<file path="config.mk">
export PLATFORM = sky130hd
export DESIGN_NAME = adc_window_stats
export DESIGN_NICKNAME = d
export VERILOG_FILES = /design/src/rtl/adc_window_stats.sv
export SDC_FILE = /design/constraint.sdc
export NUM_CORES = 1
export LEC_CHECK = 0
export CAP_MARGIN = 20
export CORE_UTILIZATION = 55
export CTS_CLUSTER_SIZE = 30
export DETAILED_ROUTE_END_ITERATION = 10
export PLACE_DENSITY = 0.8
export SYNTH_ARGS = -nofsm -noshare
export SYNTH_HDL_FRONTEND = slang
export SYNTH_SLANG_ARGS = --single-unit
</file>
<file path="constraint.sdc">
create_clock -name clk -period 5.77 [get_ports clk]
set_input_delay 1.154 -clock clk [delete_from_list [all_inputs] [get_ports clk]]
set_output_delay 1.154 -clock clk [all_outputs]
set_load 0.02 [all_outputs]
</file>
<file path="src/rtl/adc_window_stats.sv">
// Windowed statistics (max/min/mean/peak-to-peak/over-range) over 2**WIN_LOG2 valid ADC samples.
// Optional over-range counting is compiled in with `define ADC_STATS_OVR_EN.
module adc_window_stats #(
   parameter int unsigned DATA_W   = 16,
   parameter int unsigned WIN_LOG2 = 10
) (
   input  logic                clk,
   input  logic                reset,
   input  logic [DATA_W-1:0]   sample_in,
   input  logic                sample_valid,
   input  logic                ovr_in,
   input  logic                enable,
   input  logic [1:0]          disp_sel,
   output logic                busy,
   output logic                stat_valid,
   output logic [DATA_W-1:0]   max_out,
   output logic [DATA_W-1:0]   min_out,
   output logic [DATA_W-1:0]   mean_out,
   output logic [DATA_W-1:0]   pp_out,
   output logic [WIN_LOG2:0]   ovr_count,
   output logic [DATA_W-1:0]   display
);

   localparam int unsigned SUM_W = DATA_W + WIN_LOG2;
   localparam int unsigned CNT_W = WIN_LOG2;
   localparam int unsigned OVR_W = WIN_LOG2 + 1;

   typedef enum logic {
      ST_IDLE  = 1'b0,
      ST_ACCUM = 1'b1
   } state_t;

   state_t                    state_q;
   logic [CNT_W-1:0]          cnt_q;
   logic signed [DATA_W-1:0]  run_max_q;
   logic signed [DATA_W-1:0]  run_min_q;
   logic signed [SUM_W-1:0]   sum_q;

   logic signed [DATA_W-1:0]  smp;
   logic signed [DATA_W-1:0]  max_d;
   logic signed [DATA_W-1:0]  min_d;
   logic signed [SUM_W-1:0]   sum_d;
   logic [DATA_W-1:0]         mean_d;
   logic [DATA_W-1:0]         pp_d;
   logic                      accept;
   logic                      abort;
   logic                      first;
   logic                      last;

   assign smp    = $signed(sample_in);
   assign accept = (state_q == ST_ACCUM) && enable && sample_valid;
   assign abort  = (state_q == ST_ACCUM) && !enable;
   assign first  = (cnt_q == '0);
   assign last   = (cnt_q == {CNT_W{1'b1}});

   // Running statistics including the sample presented this cycle
   always_comb begin
      max_d = run_max_q;
      min_d = run_min_q;
      if (first || (smp > run_max_q)) max_d = smp;
      if (first || (smp < run_min_q)) min_d = smp;
      sum_d  = sum_q + $signed({{WIN_LOG2{smp[DATA_W-1]}}, smp});
      mean_d = DATA_W'(sum_d >>> WIN_LOG2);
      // One extra bit so the signed difference cannot wrap; the result always fits DATA_W unsigned
      pp_d   = DATA_W'({max_d[DATA_W-1], max_d} - {min_d[DATA_W-1], min_d});
   end

   always_ff @(posedge clk or negedge reset) begin
      if (!reset) begin
         state_q    <= ST_IDLE;
         busy       <= 1'b0;
         stat_valid <= 1'b0;
         cnt_q      <= '0;
         run_max_q  <= '0;
         run_min_q  <= '0;
         sum_q      <= '0;
         max_out    <= '0;
         min_out    <= '0;
         mean_out   <= '0;
         pp_out     <= '0;
      end else begin
         stat_valid <= 1'b0;
         case (state_q)
            ST_IDLE: begin
               if (enable) begin
                  state_q <= ST_ACCUM;
                  busy    <= 1'b1;
               end
            end
            ST_ACCUM: begin
               if (!enable) begin
                  // Drop the partial window; results keep their last published values
                  state_q   <= ST_IDLE;
                  busy      <= 1'b0;
                  cnt_q     <= '0;
                  run_max_q <= '0;
                  run_min_q <= '0;
                  sum_q     <= '0;
               end else if (sample_valid) begin
                  if (last) begin
                     max_out    <= max_d;
                     min_out    <= min_d;
                     mean_out   <= mean_d;
                     pp_out     <= pp_d;
                     stat_valid <= 1'b1;
                     cnt_q      <= '0;
                     run_max_q  <= '0;
                     run_min_q  <= '0;
                     sum_q      <= '0;
                  end else begin
                     cnt_q     <= cnt_q + CNT_W'(1);
                     run_max_q <= max_d;
                     run_min_q <= min_d;
                     sum_q     <= sum_d;
                  end
               end
            end
            default: begin
               state_q <= ST_IDLE;
               busy    <= 1'b0;
            end
         endcase
      end
   end

`ifdef ADC_STATS_OVR_EN
   logic [OVR_W-1:0] ovr_cnt_q;
   logic [OVR_W-1:0] ovr_cnt_d;

   assign ovr_cnt_d = ovr_cnt_q + OVR_W'(ovr_in);

   // Over-range tally follows the same accept/clear rules as the other accumulators
   always_ff @(posedge clk or negedge reset) begin
      if (!reset) begin
         ovr_cnt_q <= '0;
         ovr_count <= '0;
      end else if (accept) begin
         if (last) begin
            ovr_count <= ovr_cnt_d;
            ovr_cnt_q <= '0;
         end else begin
            ovr_cnt_q <= ovr_cnt_d;
         end
      end else if (abort) begin
         ovr_cnt_q <= '0;
      end
   end
`else
   logic unused_ovr;
   logic unused_ctl;
   assign unused_ovr = ovr_in;
   assign unused_ctl = accept ^ abort;
   assign ovr_count  = '0;
`endif

   // Display mux over the registered results
   always_comb begin
      display = max_out;
      case (disp_sel)
         2'd0:    display = max_out;
         2'd1:    display = min_out;
         2'd2:    display = mean_out;
         2'd3:    display = pp_out;
         default: display = max_out;
      endcase
   end

endmodule

</file>
==> flow_summary.ini <==
[run_status]
status = completed

[floorplan]
rows = 45
floorplan.initialDensity_pct = 56.2
die-area_sq_mm = 0.0160
core_area_sq_mm = 0.0151
ios = 116
die_w_microns = 126
fp.dieH_microns = 126

[drt]
drcViolationCount = 0
first_pass_iters = 5
routedWlPerCell_microns = 18.0
ant_nets = 0
totalWireLength_mm = 22.2
routed_via_density = 5.99
drt_iter0_drc = 512
vias = 7378

[setup_path]
crit_end = pp_out[12]
regToRegStartpoint = run_max_q[15]
required_ns = 6.11
reg2reg_slack_ns = 1.30
worst_r2r_endpoint = pp_out[12]
worst-path-max-fanout = 5
reg2reg_depth = 19
critical_path_class = input pin to flop
crit_arrival_ns = 5.72
crit_chain = clkdlybuf4s50_1 > ha_1 > nand4_1 > or3_1 > a21o_1 > a31oi_1 > nor2_1 > buf_4 > mux2_2 > ha_1 > o21a_1 > o21ai_0 > inv_1 > o21ai_0 > a31oi_2 > o21ai_1 > nand2b_1 > or4b_1 > a31oi_1
critical_path.max_stage_delay_ns = 0.55
crit_start = sample_in[14]
crit_slowest_cell = clkdlybuf4s50_1
cp-start-kind = input pin
end_kind = flop

[timing]
final.period_utilization_pct = 93.1
hold_viol = 0
tightest_slew_ns = 0.980
fin_crit_ns = 5.37
max-slew-margin-rel_pct = 34.6
slew_viol_final = 0
fin_skew_ns = 0.00850
rsz0062_at_grt = no
setup_viol = 0
hold_ws_ns = 0.491
max_freq_mhz = 186
setup_tns_ns = 0

[placed_design]
dp_hpwl_mm = 16.0
numPortBuffers = 103
placed_cells = 1200
place_congestion = 0.838
postPlaceCellArea_sq_mm = 0.00994

[global_route]
track_usage_pct = 29.3
busiest_layer = met2
grt_max_degree = 98
grtUsageMet3_pct = 5.10
grt_pass1_wl_mm = 36.2
grt_pass1_vias = 7104
grt_use_met2_pct = 48.7
grtUsageMet1_pct = 38.9
antenna_found_initial = 0
grt-ovfl-total = 0

[power]
pwr-share-clk_pct = 34.9
switching_share_pct = 32.7
seq_power_share_pct = 33.0
intPower_w = 0.00212
pwr-share-comb_pct = 32.1
power_density_mw_per_mm2 = 299
switchingPower_w = 0.00103
leakage_nw = 4.87
ir_drop_uv = 198

[cts]
htreeDepth = 4
cts_tree = built
path_clk_slew_ns = 0.06
cts_hold_buffers = 0
clkLatencyLatePin_ns = 0.43
post_cts_buffers = 0
cts.path.max_buffers = 2
numClockSinks = 135
cts_inserted_buffers = 17
cts_root_buf = clkbuf_16
cts-resized-gates = 0

[min_path]
hp-class = flop to flop

[logic_synthesis]
yosysSeqAreaShare_pct = 39.7
synthCells = 903
synth-edff-count = 0
async_reset_ff_share_pct = 100
synth-main-ff-cell = dfrtp_1
syn_area_sq_mm = 0.00851
ys_ff_latch = 135
synth_warnings = 0
ys_types = 71
syn_avg_cell_area_sq_um = 9.42

[finish]
final_util_pct = 69.6
syn2layout_area_growth_pct = 23.9
regArea_sq_mm = 0.00338
finalNonFillerCells = 1232
stdcell_area_sq_mm = 0.0105
drive_above_1_share_pct = 12.0
antenna_cells = 0
nets = 1127
multi_input_area_sq_mm = 0.00478
n_fill_cell = 1107

[job]
maxCapViolCount = 0
Yosys cell counts, drive strengths merged, types with 14 or more instances:
cell type  number  area share (%)
buf            20             1.4
xor2           15             1.5
a21oi          45             2.7
a21o           18             1.6
nor2           37             1.6
mux2i          15             1.8
clkbuf         28             1.2
mux4           16             4.2
o22ai          17             1.2
dfrtp         135              40
nand2         170             7.6
ha             72              11
inv            47             2.1
o21ai          84             4.9
mux2           14             1.9
xnor2          27             2.8
a22o           20             2.1
registers in the layout, indices dropped and copies added (netlist names), 10 cells and up:
name       count
run_max_q     16
min_out       16
pp_out        16
cnt_q         10
max_out       16
mean_out      16
sum_q         26
run_min_q     16
worst min path at each step:
| stage | start | to | cells after the start |
|---|---|---|---|
| after global routing | sum_q[18] | sum_q[18] | 1 |
| after global placement | sum_q[5] | sum_q[5] | 2 |
| after detailed placement | sum_q[5] | sum_q[5] | 2 |
| after floorplan | sum_q[19] | sum_q[19] | 2 |
| after CTS | sum_q[4] | sum_q[4] | 2 |
| final | sum_q[4] | sum_q[4] | 2 |
layout make-up:
class	instances	share of cell area [%]
Clock buffer	20	4.24
Clock inverter	12	1.45
Inverter	48	1.71
Multi-Input combinational cell	682	45.3
Sequential cell	135	32.0
Tap cell	188	2.23
Timing Repair Buffer	147	13.0
cell families (layout without fill, tap and decap cells):
kind of cell	count (synthesis)	count (layout)	share of synthesized area [%]
XOR/XNOR	42	42	4.32
AO/OA/AOI/OAI	238	238	18.3
multiplexers	45	45	7.90
adder cells (fa/ha/maj)	75	75	11.1
AND/OR/NAND/NOR	271	271	14.0
flip-flops	135	135	39.7
buffers and inverters	96	227	4.74
other	1	11	0.0441
power by group through the flow:
| stage | logic [W] | clock network (W) | registers (W) |
|---|---|---|---|
| floorplan | 0.000683 | 0 | 0.00105 |
| detailed placement | 0.000981 | 0 | 0.00106 |
| CTS | 0.00100 | 0.00111 | 0.00104 |
| global route | 0.00111 | 0.00116 | 0.00105 |
| finish | 0.00101 | 0.00110 | 0.00104 |
| global placement | 0.000957 | 0 | 0.00105 |
cell usage in the layout (no fill, tap or decap), drive strengths merged, types with 16 or more instances in the layout:
cell type      instances
nand2                170
dfrtp                135
clkdlybuf4s50        102
o21ai                 84
ha                    72
inv                   47
a21oi                 45
buf                   45
nor2                  37
xnor2                 27
a22o                  20
clkbuf                20
a21o                  18
o22ai                 17
mux4                  16
critical path, delay by kind of cell:
family	cells	cell delay [ns]
fa+ha+maj	2	0.72
mux	1	0.30
simple gates	5	1.36
buf+inv	3	0.78
compound gates	8	1.38
stage by stage:
step,worst slack [ns],power [W]
2_1_floorplan,0.716,0.00173
3_3_place_gp,0.126,0.00201
3_5_place_dp,0.0427,0.00204
4_1_cts,0.430,0.00315
5_1_grt,0.00716,0.00332
6_report,0.399,0.00316
routing by layer:
metal,vias up,share of wire [%]
li1,3471,-
met1,3577,43
met2,292,48
met3,38,6.3
met4,0,2.3
met5,-,0
No activity file was read; power rests on OpenSTA's default activity.
